`src/rtl/mem_access_unit_pkg.sv`:
```
// Shared RV32I types used by the memory access unit and its lane aligner.
package rv32i_types;

    typedef logic [31:0] rv32i_word;
    typedef logic [3:0]  rv32i_mem_wmask;

    typedef enum logic [2:0] {
        lb  = 3'b000,
        lh  = 3'b001,
        lw  = 3'b010,
        lbu = 3'b100,
        lhu = 3'b101
    } load_funct3_t;

    typedef enum logic [2:0] {
        sb = 3'b000,
        sh = 3'b001,
        sw = 3'b010
    } store_funct3_t;

    typedef enum logic [1:0] {
        IDLE   = 2'b00,
        ACCESS = 2'b01,
        RESP   = 2'b10
    } mau_state_t;

endpackage

```
`src/rtl/mem_access_unit_align.sv`:
```
// Byte-lane shifting/masking for stores and extraction/extension for loads.
// MEM_ACCESS_MISALIGN_TRAP_EN flags misaligned half/word accesses as bad.
module mem_align
    import rv32i_types::*;
(
    input  logic        i_is_store,
    input  logic [2:0]  i_funct3,
    input  logic [1:0]  i_offset,
    input  logic [31:0] i_wdata,
    input  logic [31:0] i_rdata,
    output logic [31:0] o_wdata,
    output logic [3:0]  o_mask,
    output logic [31:0] o_rdata,
    output logic        o_bad
);

    logic [1:0]  w_size;
    logic [1:0]  w_off;
    logic [7:0]  w_byte;
    logic [15:0] w_half;

    always_comb begin
        w_size  = i_funct3[1:0];
        w_off   = i_offset;
        o_wdata = '0;
        o_mask  = '0;
        o_rdata = '0;
        w_byte  = '0;
        w_half  = '0;

        if (i_is_store)
            o_bad = i_funct3[2] | (i_funct3[1:0] == 2'b11);
        else
            o_bad = (i_funct3[1:0] == 2'b11) | (i_funct3 == 3'b110);
`ifdef MEM_ACCESS_MISALIGN_TRAP_EN
        if ((w_size == 2'b01 && i_offset[0]) || (w_size == 2'b10 && i_offset != 2'b00))
            o_bad = 1'b1;
`endif

        // Without the trap, misaligned halves/words fall back to natural alignment.
        case (w_size)
            2'b00:   w_off = i_offset;
            2'b01:   w_off = {i_offset[1], 1'b0};
            default: w_off = 2'b00;
        endcase

        o_wdata = i_wdata << {w_off, 3'b000};
        case (w_size)
            2'b00:   o_mask = 4'b0001 << w_off;
            2'b01:   o_mask = 4'b0011 << w_off;
            default: o_mask = 4'b1111;
        endcase

        w_byte = i_rdata[{w_off, 3'b000} +: 8];
        w_half = i_rdata[{w_off[1], 4'b0000} +: 16];
        case (i_funct3)
            lb:      o_rdata = {{24{w_byte[7]}}, w_byte};
            lbu:     o_rdata = {24'b0, w_byte};
            lh:      o_rdata = {{16{w_half[15]}}, w_half};
            lhu:     o_rdata = {16'b0, w_half};
            lw:      o_rdata = i_rdata;
            default: o_rdata = '0;
        endcase
    end

endmodule

```
`src/rtl/mem_access_unit.sv`:
```
// Load/store sequencer between the datapath and a handshaked memory port, with
// a response watchdog. MEM_ACCESS_MISALIGN_TRAP_EN turns misalignment into an error.
module mem_access_unit
    import rv32i_types::*;
#(
    parameter int TIMEOUT_W = 8
) (
    input  logic        clk,
    input  logic        rst_n,
    input  logic        req_valid,
    output logic        req_ready,
    input  logic        req_is_store,
    input  logic [2:0]  req_funct3,
    input  logic [31:0] req_addr,
    input  logic [31:0] req_wdata,
    output logic        mem_read,
    output logic        mem_write,
    output logic [31:0] mem_address,
    output logic [31:0] mem_wdata,
    output logic [3:0]  mem_byte_enable,
    input  logic [31:0] mem_rdata,
    input  logic        mem_resp,
    output logic        rsp_valid,
    output logic [31:0] rsp_rdata,
    output logic        rsp_err
);

    // Timeout fires on the cycle the counter would step onto all-ones.
    localparam logic [TIMEOUT_W-1:0] CNT_LAST = {{(TIMEOUT_W-1){1'b1}}, 1'b0};

    mau_state_t           r_state, w_next;
    logic                 r_is_store;
    logic [2:0]           r_funct3;
    rv32i_word            r_addr, r_wdata, r_rdata;
    logic                 r_err;
    logic [TIMEOUT_W-1:0] r_cnt;

    logic                 w_accept, w_bad, w_sel_store;
    logic [2:0]           w_sel_funct3;
    logic [1:0]           w_sel_off;
    rv32i_word            w_wdata, w_ldata;
    rv32i_mem_wmask       w_mask;

    assign w_accept     = req_valid && (r_state == IDLE);
    assign w_sel_store  = (r_state == IDLE) ? req_is_store  : r_is_store;
    assign w_sel_funct3 = (r_state == IDLE) ? req_funct3    : r_funct3;
    assign w_sel_off    = (r_state == IDLE) ? req_addr[1:0] : r_addr[1:0];

    mem_align u_align (
        .i_is_store (w_sel_store),
        .i_funct3   (w_sel_funct3),
        .i_offset   (w_sel_off),
        .i_wdata    (r_wdata),
        .i_rdata    (r_rdata),
        .o_wdata    (w_wdata),
        .o_mask     (w_mask),
        .o_rdata    (w_ldata),
        .o_bad      (w_bad)
    );

    always_ff @(posedge clk or negedge rst_n) begin
        if (!rst_n) r_state <= IDLE;
        else        r_state <= w_next;
    end

    always_ff @(posedge clk or negedge rst_n) begin
        if (!rst_n) begin
            r_is_store <= 1'b0;
            r_funct3   <= '0;
            r_addr     <= '0;
            r_wdata    <= '0;
            r_rdata    <= '0;
            r_err      <= 1'b0;
            r_cnt      <= '0;
        end else if (w_accept) begin
            r_is_store <= req_is_store;
            r_funct3   <= req_funct3;
            r_addr     <= req_addr;
            r_wdata    <= req_wdata;
            r_rdata    <= '0;
            r_err      <= w_bad;
            r_cnt      <= '0;
        end else if (r_state == ACCESS) begin
            if (mem_resp) begin
                r_rdata <= mem_rdata;
            end else begin
                r_cnt <= r_cnt + 1'b1;
                if (r_cnt == CNT_LAST) r_err <= 1'b1;
            end
        end
    end

    always_comb begin
        w_next          = r_state;
        req_ready       = 1'b0;
        mem_read        = 1'b0;
        mem_write       = 1'b0;
        mem_address     = '0;
        mem_wdata       = '0;
        mem_byte_enable = '0;
        rsp_valid       = 1'b0;
        rsp_rdata       = '0;
        rsp_err         = 1'b0;
        case (r_state)
            IDLE: begin
                req_ready = 1'b1;
                if (req_valid) w_next = w_bad ? RESP : ACCESS;
            end
            ACCESS: begin
                mem_read    = !r_is_store;
                mem_write   = r_is_store;
                mem_address = {r_addr[31:2], 2'b00};
                if (r_is_store) begin
                    mem_wdata       = w_wdata;
                    mem_byte_enable = w_mask;
                end
                if (mem_resp || r_cnt == CNT_LAST) w_next = RESP;
            end
            RESP: begin
                rsp_valid = 1'b1;
                rsp_err   = r_err;
                if (!r_err && !r_is_store) rsp_rdata = w_ldata;
                w_next = IDLE;
            end
            default: w_next = IDLE;
        endcase
    end

endmodule

```
`config.mk`:
```
export PLATFORM = sky130hd
export DESIGN_NAME = mem_access_unit
export DESIGN_NICKNAME = d
export VERILOG_FILES = /design/src/rtl/mem_access_unit_pkg.sv /design/src/rtl/mem_access_unit_align.sv /design/src/rtl/mem_access_unit.sv
export SDC_FILE = /design/constraint.sdc
export NUM_CORES = 1
export LEC_CHECK = 0
export BUFFER_PORTS_ARGS = -buffer_cell sky130_fd_sc_hd__buf_4
export CORE_MARGIN = 10
export CORE_UTILIZATION = 40
export CTS_BUF_LIST = sky130_fd_sc_hd__clkbuf_4 sky130_fd_sc_hd__clkbuf_8
export DETAILED_ROUTE_END_ITERATION = 12
export GPL_TIMING_DRIVEN = 0
export PLACE_DENSITY_LB_ADDON = 0.1
export REMOVE_ABC_BUFFERS = 1
export SETUP_SLACK_MARGIN = 0.02
export SYNTH_ARGS = -nofsm -noshare
export SYNTH_HDL_FRONTEND = slang
export SYNTH_SLANG_ARGS = --single-unit
export TNS_END_PERCENT = 5
```
`constraint.sdc`:
```
create_clock -name clk -period 4.2 [get_ports clk]
set_clock_uncertainty 0.2 [all_clocks]
set_input_delay 0.21 -clock clk [delete_from_list [all_inputs] [get_ports clk]]
set_output_delay 0.21 -clock clk [all_outputs]
set_load 0.02 [all_outputs]
```
# Yosys cells after proc, flatten, opt, wreduce, memory -nomap -nowiden
# Index checks and enable logic that the tools add are counted.
totals:
  ff_bits: 111
  output_inout_bits: 105
op_classes:
  n_addsub: 1
  n_eq_ne: 13
  shift: 5
  mux: 33
  bitwise_logic: 2
  n_reduce_logical: 15
ops:
  columns: ["cell", "count"]
  rows:
  - ["$mux 32", 8]
  - ["$pmux 32 s5", 1]
  - ["$shiftx 32x6->16", 1]
  - ["$shiftx 32x6->8", 1]
  - ["$shl 32x5->32", 1]
  - ["$mux 8", 3]
  - ["$mux 1", 11]
  - ["$eq 3x3->1 const B", 3]
  - ["$add 8x1->8 const B", 1]
  - ["$eq 8x8->1 const B", 1]
  - ["$mux 2", 4]
  - ["$mux 4", 2]
  - ["$pmux 2 s2", 2]
  - ["$pmux 4 s2", 1]
  - ["$reduce_and 2->1", 3]
  - ["$reduce_bool 2->1", 3]
  - ["$eq 2x1->1 const B", 2]
  - ["$eq 2x2->1 const B", 2]
  - ["$logic_not 2->1", 2]
  - ["$ne 2x1->1 const B", 2]
  - ["$shl 1x2->4 const A", 1]
  - ["$shl 2x2->4 const A", 1]
  - ["$eq 3x1->1 const B", 1]
  - ["$eq 3x2->1 const B", 1]
  - ["other kinds (8)", 11]

# Longest topological paths before layout
# Gate-level depths: netlist of the first run.
logic_depth:
  ltp_word: 8
  mapped_depth: 10

# By module
# A second synthesis of the first run with hierarchy kept.
unflattened:
  cells_unflattened: 735
  hier_area_um2: 6268.5
modules_own_cells:
  columns: ["module", "instances", "cells_per_inst", "area_per_inst_um2", "seq_area_each_um2"]
  rows:
  - ["mem_access_unit", 1, 550, 5053.6, 2777.7]
  - ["mem_align", 1, 185, 1214.9, 0.0]

# Worst setup path before layout of the first run
# No wires, ideal clock.
synth_timing:
  kind: "reg2out"
  startpoint: "register r_state[1]"
  endpoint: "output port rsp_rdata[7]"
  t_arrival_ns: 2.337
  t_required_ns: 3.790
  setup_slack_ns: 1.453
  path_stages_with_launch: 9
  cell_sequence: "dfrtp_1 > buf_6 > or2_1 > buf_6 > inv_12 > mux2_4 > a2111oi_2 > nand3_1 > o32ai_1"
synth_via:
  elab_chain_cells: 8
  elab_cells_between_ends: 17
  classes_between: "eq/ne: 6; shift: 2; mux: 6; reduce/logical: 3"
synth_rtl:
  columns: ["element", "line", "source"]
  rows:
  - ["start, declared", "mem_access_unit.sv:31", "mau_state_t r_state, w_next;"]
  - ["start signal, assigned", "mem_access_unit.sv:63", "else r_state <= w_next;"]
  - ["$logic_not 2->1", "mem_access_unit.sv:46, mem_access_unit.sv:47", null]
  - ["$mux 3", "mem_access_unit.sv:46", "assign w_sel_funct3 = (r_state == IDLE) ? req_funct3 : r_funct3;"]
  - ["$eq 2x1->1 / $logic_not 2->1 (equally long branches)", "mem_access_unit_align.sv:41", "case (w_size)"]
  - ["$pmux 2 s2", "mem_access_unit_align.sv:41", null]
  - ["$shiftx 32x6->16 / $shiftx 32x6->8 (equally long branches)", "mem_access_unit_align.sv:55, mem_access_unit_align.sv:54", null]
  - ["$pmux 32 s5", "mem_access_unit_align.sv:56", "case (i_funct3)"]
  - ["$mux 32", "mem_access_unit.sv:122", "if (!r_err && !r_is_store) rsp_rdata = w_ldata;"]
  - ["$mux 32 (*)", "mem_access_unit.sv:104", "case (r_state)"]
  - ["end, declared", "mem_access_unit.sv:24", "output logic [31:0] rsp_rdata,"]
# Mark *: on every way between the ends. The rest lies on a longest branch, timed or not.

# Final worst setup path of the first run
layout_timing:
  startpoint: "register r_state[1]"
  endpoint: "output port rsp_rdata[17]"
# The elaborated chain is that of the path after synthesis.

==> summary.md, run 1 <==
Pin placement for this block handled 209 I/O pins. The slowest library cell on the worst path was a22oi_2. In this run the power density over the cells is 561.5 nW/um2. Post-CTS setup buffer count: 0. Of the total power, the share spent switching nets is 44.14%.

For the net switching power of the design, the log shows 2.209 mW. The run gives 5 as the number of search-and-repair iterations in the first detailed-routing pass. The area added between synthesis and finish is 48.42%.

The fill cell instance count of the final layout is 1,242. The library cell used most frequently in the layout, excluding fill and tap cells, is nand2_1. In this run, flip-flops and latches consume 38.5% of the power. The maximum number of pins on one net before global-route repair is 81. The insertion delay of the later-clocked pin in the worst-skew pair is 0.40 ns, and the deepest level of the CTS H-tree is 3. For this run, the register share of the synthesized area comes to 46.27%.

Clock-pin slew was measured on the worst setup and hold paths at 0.11 ns. For the worst setup path, the data required time is 3.79 ns. The per-cell via count in the routed design is 5.424. The tree is rooted in a clkbuf_8.

For the number of cells after detailed placement, the log shows 1,044. Detailed routing inserted a total of 6,314 vias. Count of flip-flops with a built-in enable after synthesis: 0. The logs give 498 for the number of DRC violations after detailed-routing iteration 0 and 0 for the max-capacitance violation count.

In this run the remaining antenna-violating nets after routing total 0. The cell internal power dissipation is 2.794 mW. The fraction of power consumed by the clock network was 13.3%. After technology mapping, the gate count stands at 699. In the layout the commonest cells are 251 x nand2_1, 205 x buf_4, 111 x dfrtp_1, 103 x dlygate4sd3_1, 49 x and2_1. The global-route total usage across every layer was 21.00%; the count of final max-slew check failures was 0.

The run gives 0.0004261 V as the maximum VDD drop. In this run, synthesis produced a sequential element count of 111. The post-route core utilization is 60.84%, and the global placement routability congestion is 0.8098. The delay of the slowest critical-path stage works out to 0.63 ns. Combinational logic burns 48.2% of the power. The vertical extent of the die works out to 142.5 um.

The run finished with clean final reports. Counting every sink on the clock net gives 111. Setup violations remaining at the end of the flow were counted as 0. For the finished layout, the period the worst path requires is 3.935 ns. The placeable core region was 14,640 um2; the horizontal die dimension was 142.5 um.

The critical path in this run is classified as register to primary output. Across all setup checks in the final design, the least slack found is 0.2648 ns. The logs give 0 for the final-report hold violation count and 0 for the leftover overflow at the end of global routing. The floorplan step defined a die boundary enclosing 20,310 um2.

Cells with a size suffix above 1 make up 26.25% of the layout. A synthesized cell averages 8.588 um2. The first-pass GRT wire length is 34,250 um, and the top fanout value on the critical path is 24. The number of distinct standard cells referenced by the synthesized netlist came out at 53.

Setup repair after global routing left no endpoint under its margin. The leakage power was 4.344 nW. The worst setup path is launched from a register. The logs give 2 for the maximum number of buffers from clock root to sink and 1 for the initial antenna violation count. Worst-margin pin slew: 1.331 ns. Port buffering added 206 buffers. TritonCTS built the clock tree. The total power after layout was 5.003 mW; the setup slack after placement was -0.07358 ns. For the worst setup path, the data arrival time is 3.53 ns. The run gives 40.99% as the effective utilization at floorplan. For this run, the number of standard cells in the final layout without fillers is 1,164. After detailed routing, the number of remaining DRC violations is 0. Summed over all layers, the routed wires come to 22,160 um. In the synthesized netlist the async set-or-reset flop fraction comes to 100.0%. Headroom to the max-slew limit came out at 11.25%.

The logs give 9 for the total CTS buffers and 6003 um2 for the combined area of all synthesized cells. The total number of nets in the final design is 1,081. The most used flip-flop cell after synthesis is dfrtp_1. The run gives 14,310 um as the sum of net half-perimeters after detailed placement. After layout, the worst path uses 93.69% of the clock period. For the floorplan row count, the log shows 44. The signal on the critical path passes through or2_4, inv_12, o21ai_4, mux2_2, a22oi_2, a31oi_1, buf_4. After detailed routing, the average wire length per cell comes to 19.04 um.

The path type of the worst min-delay path was primary input to async pin. The maximum clock frequency came out at 254.1 MHz. Endpoint type of the worst setup path: a primary output. The via count of the first global-routing pass is 6,528, and the total of warnings raised by yosys is 0.
==> layer usage <==
metal  global-route usage [%]  routed length [um]  up-vias
met5                        0                   0        -
met4                    5.646                 293        0
met3                    7.009                2008       26
met2                    34.84               10850      292
met1                    25.55                9006     3078
li1                         -                   -     2918
==> kinds of logic after synthesis <==
family	count (synthesis)	share of synthesized area, %
AO/OA/AOI/OAI	147	17.03
multiplexers	21	5.461
AND/OR/NAND/NOR	357	25.68
adder cells (fa/ha/maj)	2	0.4168
XOR/XNOR	5	0.7294
other	1	0.06247
buffers and inverters	55	4.356
flip-flops	111	46.27
==> power groups by stage <==
stage          logic (mW)  registers [mW]  clock network (mW)
3_5_place_dp         2.27            1.92                   0
6_report             2.41            1.93               0.668
5_1_grt              2.63            1.98               0.724
4_1_cts              2.39            1.91               0.691
2_1_floorplan        1.50            1.80                   0
3_3_place_gp         2.20            1.90                   0
==> cell type report <==
class / instances / area [um2] / area share (%)
diodes: 1 / 2.502 / 0.02809
clock buffers: 10 / 131.4 / 1.475
clock inverters: 5 / 58.81 / 0.6600
inverters: 5 / 31.28 / 0.3511
multi-input cells: 535 / 3019 / 33.89
flip-flops and latches: 111 / 2778 / 31.18
well taps: 184 / 230.2 / 2.584
repair buffers: 313 / 2659 / 29.84
==> metrics by stage <==
| stage | hold slack (ns) | setup TNS [ns] | area (um2) |
|---|---|---|---|
| after detailed placement | 0.02291 | -0.1653 | 7647 |
| after global placement | 0.2006 | -47.74 | 7553 |
| after floorplan | -0.2856 | 0 | 5777 |
| final | 0.1462 | 0 | 8910 |
| after CTS | 0.1559 | 0 | 8896 |
| after global routing | 0.1748 | 0 | 8910 |
==> worst paths after layout <==
kind / startpoint / to / slack [ns] / depth (start not counted)
hold reg to reg: r_addr[10]$_DFFE_PN0P_ / r_addr[10]$_DFFE_PN0P_ / 0.28 / 2
max in group asynchronous: rst_n / r_wdata[10]$_DFFE_PN0P_ / 2.97 / 3
min in group clk: r_addr[10]$_DFFE_PN0P_ / r_addr[10]$_DFFE_PN0P_ / 0.28 / 2
setup reg to reg: r_state[0]$_DFFE_PN0P_ / r_rdata[28]$_DFFE_PN0P_ / 0.81 / 5
setup / recovery: r_state[1]$_DFFE_PN0P_ / rsp_rdata[17] / 0.26 / 7
hold / removal: rst_n / r_rdata[13]$_DFFE_PN0P_ / 0.15 / 2
==> cell usage after synthesis (2+ instances only) <==
cell | count | area [um2]
nand2b_1 | 3 | 18.77
o21ai_0 | 15 | 75.07
o221ai_1 | 5 | 43.79
dfrtp_1 | 111 | 2778
and2_1 | 50 | 312.8
a22oi_1 | 14 | 105.1
a21o_1 | 8 | 60.06
nand3_1 | 13 | 65.06
buf_2 | 10 | 50.05
a21oi_1 | 38 | 190.2
buf_1 | 3 | 11.26
inv_1 | 4 | 15.01
buf_6 | 3 | 33.78
clkbuf_1 | 32 | 120.1
nand4_1 | 2 | 12.51
nor3_1 | 2 | 10.01
a211oi_1 | 3 | 22.52
o32ai_1 | 3 | 26.28
o21a_1 | 2 | 15.01
mux2_2 | 7 | 78.83
xor2_1 | 4 | 35.03
ha_1 | 2 | 25.02
nand2_1 | 253 | 949.7
or4b_1 | 2 | 20.02
nor2_1 | 21 | 78.83
o21ai_2 | 2 | 17.52
a22o_1 | 32 | 280.3
buf_4 | 2 | 15.01
mux4_2 | 8 | 180.2
or3_1 | 2 | 12.51
mux2i_1 | 4 | 40.04
a31oi_1 | 17 | 106.4
nor2b_1 | 2 | 12.51
==> worst max-delay path: cells and delay by family, from the launching register on <==
| family | cells | cell delay, ns |
|---|---|---|
| buffers and inverters | 2 | 0.30 |
| multiplexers | 1 | 0.47 |
| AND/OR/NAND/NOR | 1 | 0.28 |
| flip-flops | 1 | 0.57 |
| AO/OA/AOI/OAI | 3 | 1.48 |
==> timing repair <==
| item | 4_1_cts | 5_1_grt |
|---|---|---|
| gates resized for setup | 4 | 2 |
| pin swaps | 1 | 1 |
| cloned | 1 | 0 |
| hold endpoints to repair | 160 | 0 |
| hold buffers | 103 | 0 |
| endpoints found under the setup margin | 42 | 23 |
==> flip-flops by register name (all words and copies together) (netlist names) <==
signal      count
r_wdata        32
r_rdata        32
r_is_store      1
r_state         2
r_funct3        3
r_cnt           8
r_addr         32
r_err           1
Note: power is estimated with default switching activity, not from simulation.
==> run 2, diff against run 1 <==
--- a/config.mk
+++ b/config.mk
@@ -6,6 +6,8 @@
 export NUM_CORES = 1
 export LEC_CHECK = 0
 export BUFFER_PORTS_ARGS = -buffer_cell sky130_fd_sc_hd__buf_4
+export CELL_PAD_IN_SITES_DETAIL_PLACEMENT = 0
+export CELL_PAD_IN_SITES_GLOBAL_PLACEMENT = 1
 export CORE_MARGIN = 10
 export CORE_UTILIZATION = 40
 export CTS_BUF_LIST = sky130_fd_sc_hd__clkbuf_4 sky130_fd_sc_hd__clkbuf_8
==> run 2 against run 1 <==
  * Sequential share of layout area rose by 0.061 points
  * Non-clock buffer count unchanged
  * Combinational power is essentially flat
  * Worst setup slack better by 0.078 ns
  * Register-to-register slack better by 0.22 ns
  * Critical path depth unchanged
  * Die area did not move
  * First-iteration DRC count is 23% lower
  * Critical endpoint is now rsp_rdata[16]
  * Routed wire length decreased by 1.5%
  * Final cell count unchanged
  * Cell area down 0.20%
  * Global-route usage up 0.11 points
  * Largest power group unchanged
==> summary.md, run 2 (synthesis gave the netlist of run 1 again) <==
The logs give 8892 um2 (was 8910 um2) for the post-route cell area and 3.79 ns (about the same) for the critical path required time. The area added between synthesis and finish works out to 48.12% (was 48.42%). The total power density per cell area is 553.9 nW/um2 (was 561.5 nW/um2), and the number of search-and-repair iterations in the first detailed-routing pass is 5 (unchanged).

The number of DRC violations after detailed-routing iteration 0 is 381 (was 498), and the share of cells above drive strength 1 is 26.33% (was 26.25%). The maximum number of buffers from clock root to sink was 2 (unchanged); the placeable core region was 14,640 um2 (unchanged). The initial antenna violation count was 0 (was 1); the maximum clock frequency was 259.3 MHz (was 254.1 MHz). The number of sinks driven by the clock tree was 111 (unchanged); the count of unresolved DRC violations after routing was 0 (unchanged). The logs give 40.99% (unchanged) for the effective utilization at floorplan and 0.3428 ns (was 0.2648 ns) for the minimum setup slack in the final design. The top fanout value on the critical path was 24 (unchanged); the maximum VDD drop was 0.0003681 V (was 0.0004261 V). The antenna violation net count after detailed routing came out at 0 (unchanged). Final wirelength: 21,840 um (was 22,160 um). Most frequent cells in the layout: 251 x nand2_1, 205 x buf_4, 111 x dfrtp_1, 103 x dlygate4sd3_1, 49 x and2_1 (unchanged).

The die area was 20,310 um2 (unchanged). The vertical extent of the die was 142.5 um (unchanged). Leftover overflow at the end of global routing: 0 (unchanged). The post-route non-filler standard cell count was 1,164 (unchanged); the top-level I/O count was 209 (unchanged). The number of diodes added for antenna fixing was 0 (was 1). Type of the worst setup path: register to primary output (unchanged).

The total placed instance area was 7647 um2 (unchanged); the total number of nets in the final design was 1,081 (unchanged). The per-cell via count in the routed design came out at 5.318 (was 5.424). The tools report the clock root buffer as clkbuf_8 (unchanged). The first-pass GRT wire length was 34,480 um (was 34,250 um); the clock transition at the register clock pins on the worst setup and hold paths after CTS was 0.11 ns (about the same). The deepest level of the CTS H-tree is 3 (unchanged), and the via total after detailed routing is 6,190 (was 6,314). Setup repair after global routing left no endpoint under its margin. The slowest library cell on the worst path was o21ai_4 (was a22oi_2).

The post-route core utilization came out at 60.72% (was 60.84%). Top flop regs: r_addr: 32 flops, r_rdata: 32 flops, r_wdata: 32 flops (unchanged). For the insertion delay of the later-clocked pin in the worst-skew pair, the log shows 0.39 ns (was 0.40 ns).

The most common library cell in the layout ignoring fill and taps was nand2_1 (unchanged). For the total power after layout, the log shows 4.926 mW (was 5.003 mW). The normalized max-slew margin was 11.70% (was 11.25%). The run gives 1.03 ns (was 0.81 ns) as the setup slack of the worst register-to-register path.

The endpoint arrival time on the critical path came out at 3.45 ns (was 3.53 ns). The tools report the category of the worst setup path launch point as a register (unchanged). The path type of the worst min-delay path is primary input to async pin (unchanged). The number of port buffers was 206 (unchanged). Delay of the slowest critical-path stage: 0.63 ns (about the same).

The area occupied by registers was 2778 um2 (unchanged). The horizontal die dimension was 142.5 um (unchanged). The tools report the worst hold margin as 0.1164 ns (was 0.1462 ns). The multi-input gate area in the final layout came out at 3019 um2 (unchanged). TritonCTS built the clock tree.

The endpoint type of the worst setup path is a primary output (unchanged). The maximum number of pins on one net before global-route repair came out at 81 (unchanged). For the count of final max-slew check failures, the log shows 0 (unchanged).

The post-route clock period utilization came out at 91.84% (was 93.69%). The capturing point of the worst reg2reg path was r_rdata[20]$_DFFE_PN0P_ (was r_rdata[28]$_DFFE_PN0P_). The worst-margin pin slew is 1.324 ns (was 1.331 ns). The flow ran to the end, and the final reports show no timing, DRC or antenna violations. The leakage power was 4.343 nW (was 4.344 nW). The number of cells after detailed placement was 1,044 (unchanged); the setup-violating endpoint count in the final report was 0 (unchanged). Floorplan row count: 44 (unchanged). The setup slack after placement was -0.08652 ns (was -0.07358 ns). CP cell instances: or2_4, inv_12, o21ai_4, mux2_2, a22oi_2, a31oi_1, buf_4 (unchanged). The final critical-path required period was 3.857 ns (was 3.935 ns). The run gives 1,258 (was 1,242) as the fill cell instance count of the final layout. The sum of net half-perimeters after detailed placement came out at 14,140 um (was 14,310 um). The number of cells traversed by the worst register-to-register path was 5 (unchanged); the final-report hold violation count was 0 (unchanged). The logs give 21.10% (was 21.00%) for the global-route total usage across every layer and 0 ns (unchanged) for the post-route setup TNS. The via count of the first global-routing pass was 6,459 (was 6,528); the average detailed-routed wire length per instance was 18.76 um (was 19.04 um). The reg-to-reg critical path startpoint was r_state[0]$_DFFE_PN0P_ (unchanged).

The global placement routability congestion was 0.8161 (was 0.8098). The max-capacitance violation count is 0 (unchanged). The total CTS buffers was 9 (unchanged).
[run 2: changes by cell type in the layout (fill, tap and decap cells not counted), sizes merged]
cell / change
bufinv: -1
clkinv: +1
clkinvlp: -1
diode: -1
inv: +2
[run 2: worst max-delay path by stage]
stage                              endpoint                   start  cells after the start
global route                  rsp_rdata[16]  r_state[1]$_DFFE_PN0P_                      7
CTS                           mem_wdata[24]  r_state[1]$_DFFE_PN0P_                      7
floorplan            r_rdata[0]$_DFFE_PN0P_  r_state[1]$_DFFE_PN0P_                      5
global placement    r_rdata[19]$_DFFE_PN0P_  r_state[1]$_DFFE_PN0P_                      5
detailed placement            rsp_rdata[16]  r_state[1]$_DFFE_PN0P_                      7
finish                        rsp_rdata[16]  r_state[1]$_DFFE_PN0P_                      7
[run 2: final cells by class]
| type | instances | share of cell area, % |
|---|---|---|
| multi-input cells | 535 | 33.95 |
| clock inverters | 6 | 0.4925 |
| flip-flops and latches | 111 | 31.24 |
| well taps | 184 | 2.589 |
| inverters | 5 | 0.3518 |
| clock buffers | 10 | 1.477 |
| repair buffers | 313 | 29.90 |
[run 2: what timing repair did]
action                                 CTS  global route
endpoints found under the hold margin  169             0
pin swaps                                1             1
cloned                                   1             0
setup buffers                            0             0
hold buffers                           103             0
setup endpoints to repair               41            10
gates resized for setup                  4             2
[run 2: where the power goes]
part | internal, mW | switching (mW)
clock network | 0.227 | 0.387
registers | 1.53 | 0.384
logic | 0.984 | 1.41
total | 2.74 | 2.18
[run 2: worst max-delay path, delay by kind of cell, from the launching register on]
family	cells	cell delay [ns]
compound gates	3	1.46
simple gates	1	0.28
flops	1	0.54
buf+inv	2	0.30
mux	1	0.47
[run 2: layer usage]
metal	up-vias	share of wire (%)	global-route usage (%)
met4	0	1.7	5.375
li1	2920	-	-
met2	273	48	35.58
met1	2972	41	25.48
met5	-	0	0
met3	25	8.9	6.776
==> run 3, diff against run 2 <==
--- a/config.mk
+++ b/config.mk
@@ -8,9 +8,10 @@
 export BUFFER_PORTS_ARGS = -buffer_cell sky130_fd_sc_hd__buf_4
 export CELL_PAD_IN_SITES_DETAIL_PLACEMENT = 0
 export CELL_PAD_IN_SITES_GLOBAL_PLACEMENT = 1
-export CORE_MARGIN = 10
+export CORE_MARGIN = 5
 export CORE_UTILIZATION = 40
 export CTS_BUF_LIST = sky130_fd_sc_hd__clkbuf_4 sky130_fd_sc_hd__clkbuf_8
+export CTS_CLUSTER_SIZE = 16
 export DETAILED_ROUTE_END_ITERATION = 12
 export GPL_TIMING_DRIVEN = 0
 export PLACE_DENSITY_LB_ADDON = 0.1
==> constraint.sdc (replaced) <==
create_clock -name clk -period 4.55 [get_ports clk]
set_clock_uncertainty 0.2 [all_clocks]
set_input_delay 0.2275 -clock clk [delete_from_list [all_inputs] [get_ports clk]]
set_output_delay 0.2275 -clock clk [all_outputs]
set_load 0.02 [all_outputs]
==> run 3 against run 2 <==
  * Clock power shrank 4.6%
  * Register-to-register slack gained 0.11 ns
  * Non-clock buffer count grew 1
  * Die area shrank 14%
  * Sequential cell count is the same
  * Power shrank 7.4%
  * Final cell count is essentially flat
  * Global-route usage grew 2.3 points
  * Routed wire length shrank 4.8%
  * Worst setup slack lost 0.0042 ns
  * Worst hold slack lost 0.0056 ns
==> summary.md, run 3 (synthesis gave the netlist of run 1 again) <==
The run finished with clean final reports. The die area is 17,560 um2 (was 20,310 um2), and the total power density per cell area is 511.3 nW/um2 (was 553.9 nW/um2). The maximum number of pins on one net before global-route repair is 81 (unchanged), and the delay of the slowest critical-path stage is 0.92 ns (was 0.63 ns). The top fanout value on the critical path works out to 20 (was 24).

Most frequent cells in the layout: 252 x nand2_1, 205 x buf_4, 111 x dfrtp_1, 103 x dlygate4sd3_1, 49 x and2_1 (was 251 x nand2_1, 205 x buf_4, 111 x dfrtp_1, 103 x dlygate4sd3_1, 49 x and2_1). For the leftover overflow at the end of global routing, the log shows 0 (unchanged). Vertical extent of the die: 132.5 um (was 142.5 um). The total placed instance area is 7675 um2 (was 7647 um2). The run gives 0.3386 ns (was 0.3428 ns) as the minimum setup slack in the final design. The worst hold margin was 0.1108 ns (was 0.1164 ns); the number of sinks driven by the clock tree was 111 (unchanged). Initial antenna violation count: 0 (unchanged).

The horizontal die dimension was 132.5 um (was 142.5 um); the maximum number of buffers from clock root to sink was 2 (unchanged). The per-cell via count in the routed design works out to 5.315 (was 5.318). The share of cells above drive strength 1 was 26.20% (was 26.33%); the number of cells traversed by the worst register-to-register path was 5 (unchanged). The logs give 13,010 um (was 14,140 um) for the sum of net half-perimeters after detailed placement and 3 (unchanged) for the deepest level of the CTS H-tree. The slowest library cell on the worst path is nor2_2 (was o21ai_4).

For the leakage power, the log shows 4.359 nW (was 4.343 nW). The sum of met3 wire segment lengths after detailed routing was 1712 um (was 1946 um). Sum of buffers and inverters on the critical path: 2 (unchanged). The logs give 6,192 (was 6,190) for the via total after detailed routing and 0.0003264 V (was 0.0003681 V) for the maximum VDD drop. The tools report the final wirelength as 20,790 um (was 21,840 um). TritonCTS built the clock tree. The number of port buffers was 206 (unchanged); the post-route clock period utilization was 92.56%. The global placement routability congestion was 0.8200 (was 0.8161). The run gives 0 (unchanged) as the count of final max-slew check failures. Top flop regs: r_addr: 32 flops, r_rdata: 32 flops, r_wdata: 32 flops (unchanged). The endpoint type of the worst setup path is a primary output (unchanged). The total CTS buffers came out at 9 (unchanged). The global-route total usage across every layer is 23.39% (was 21.10%). First-pass GRT wire length: 33,600 um (was 34,480 um). Category of the worst setup path launch point: a register (unchanged).

For the routed length on met2, the log shows 9818 um (was 10,490 um). Number of DRC violations after detailed-routing iteration 0: 499 (was 381). The met1 wire length was 8772 um (was 9031 um). The logs give 8924 um2 (was 8892 um2) for the post-route cell area and 0.2741 ns (was -0.08652 ns) for the setup slack after placement. The run gives 5 (unchanged) as the number of search-and-repair iterations in the first detailed-routing pass.

The tools report the critical path required time as 4.12 ns (was 3.79 ns). Critical path's top delay family: simple AND/OR/NAND/NOR gates (was compound AO/OA/AOI/OAI gates). The average detailed-routed wire length per instance was 17.84 um (was 18.76 um); the effective utilization at floorplan was 40.99% (unchanged). The area added between synthesis and finish came out at 48.65% (was 48.12%).

Setup repair after global routing left no endpoint under its margin. The tools report the final-report hold violation count as 0 (unchanged). For the fill cell instance count of the final layout, the log shows 1,313 (was 1,258). Floorplan row count: 44 (unchanged). Clock root buffer: clkbuf_8 (unchanged).

The logs give 14,640 um2 (unchanged) for the placeable core region and 1,082 (was 1,081) for the total number of nets in the final design. For the max-capacitance violation count, the log shows 0 (unchanged). Counting I/O delays and the setup requirement, the final critical path takes 4.211 ns.

The antenna violation net count after detailed routing was 0 (unchanged). The insertion delay of the later-clocked pin in the worst-skew pair is 0.39 ns (about the same). The endpoint arrival time on the critical path is 3.78 ns (was 3.45 ns). The count of unresolved DRC violations after routing was 0 (unchanged). The path type of the worst min-delay path was primary input to async pin (unchanged). The number of diodes added for antenna fixing is 0 (unchanged).

The number of cells on the critical path is 7 (unchanged), and the clock transition at the register clock pins on the worst setup and hold paths after CTS is 0.11 ns (about the same). The top-level I/O count is 209 (unchanged). The post-CTS setup buffer count is 0 (unchanged), and the via count of the first global-routing pass is 6,402 (was 6,459). Uppermost metal layer occupied by signal nets: met4 (unchanged). The worst-margin pin slew was 1.350 ns (was 1.324 ns). CP cell instances: or2_1, inv_12, mux2_4, nor2_2, mux4_2, and2_1, buf_4 (was or2_4, inv_12, o21ai_4, mux2_2, a22oi_2, a31oi_1, buf_4). The most common library cell in the layout ignoring fill and taps was nand2_1 (unchanged). The post-route core utilization was 60.94% (was 60.72%).

The type of the worst setup path was register to primary output (unchanged). The maximum clock frequency is 237.5 MHz. The normalized max-slew margin is 10.01% (was 11.70%), and the setup-violating endpoint count in the final report is 0 (unchanged).
-- run 3: through the flow --
step | TNS [ns] | instances | power (mW)
detailed placement | 0 | 1045 | 3.875
global route | 0 | 1165 | 4.907
floorplan | 0 | 650 | 3.052
finish | 0 | 1165 | 4.563
CTS | 0 | 1164 | 4.561
global placement | -35.60 | 1040 | 3.784
-- run 3: layout make-up --
cell class                      instances  area, um2  area share [%]
Tap cell                              184      230.2           2.580
Timing Repair Buffer                  314       2686           30.10
Multi-Input combinational cell        535       3009           33.72
Clock inverter                          4      30.03          0.3365
Sequential cell                       111       2778           31.13
Inverter                                5      31.28          0.3505
Clock buffer                           12      158.9           1.781
-- run 3: timing repair --
action,in CTS,in global routing
endpoints found under the setup margin,24,23
pin swaps,0,1
hold buffers,103,0
endpoints found under the hold margin,212,0
resized for setup,1,2
gates cloned,0,1
-- run 3: path summary, 6_finish.rpt --
kind                            slack, ns                    from                 endpoint
worst max-delay path                 0.34  r_state[1]$_DFFE_PN0P_            mem_wdata[31]
max in group asynchronous            3.32                   rst_n   r_addr[21]$_DFFE_PN0P_
worst min-delay path                 0.11                   rst_n  r_rdata[10]$_DFFE_PN0P_
worst max register to register       1.14  r_state[0]$_DFFE_PN0P_  r_rdata[27]$_DFFE_PN0P_
worst min register to register       0.27   r_addr[2]$_DFFE_PN0P_    r_addr[2]$_DFFE_PN0P_
min in group clk                     0.27   r_addr[2]$_DFFE_PN0P_    r_addr[2]$_DFFE_PN0P_
-- run 3: metal layers --
metal | up-vias | track usage, %
met5 | - | 0
met4 | 0 | 7.621
met3 | 35 | 7.213
met2 | 300 | 37.18
met1 | 2934 | 30.58
li1 | 2923 | -
-- run 3: worst reg2reg max path, delay by kind of cell, from the launching register on --
kind            cells  cell delay [ns]
compound gates      1             0.21
buf+inv             1             0.29
flops               1             0.48
simple gates        3             2.13
-- run 3: report_power, final --
part           switching, mW  internal, mW  leakage (nW)  total (mW)
clock network          0.350         0.237        0.0960       0.587
registers              0.351          1.41          1.42        1.76
logic                   1.29         0.921          2.85        2.21
total                   1.99          2.57          4.36        4.56
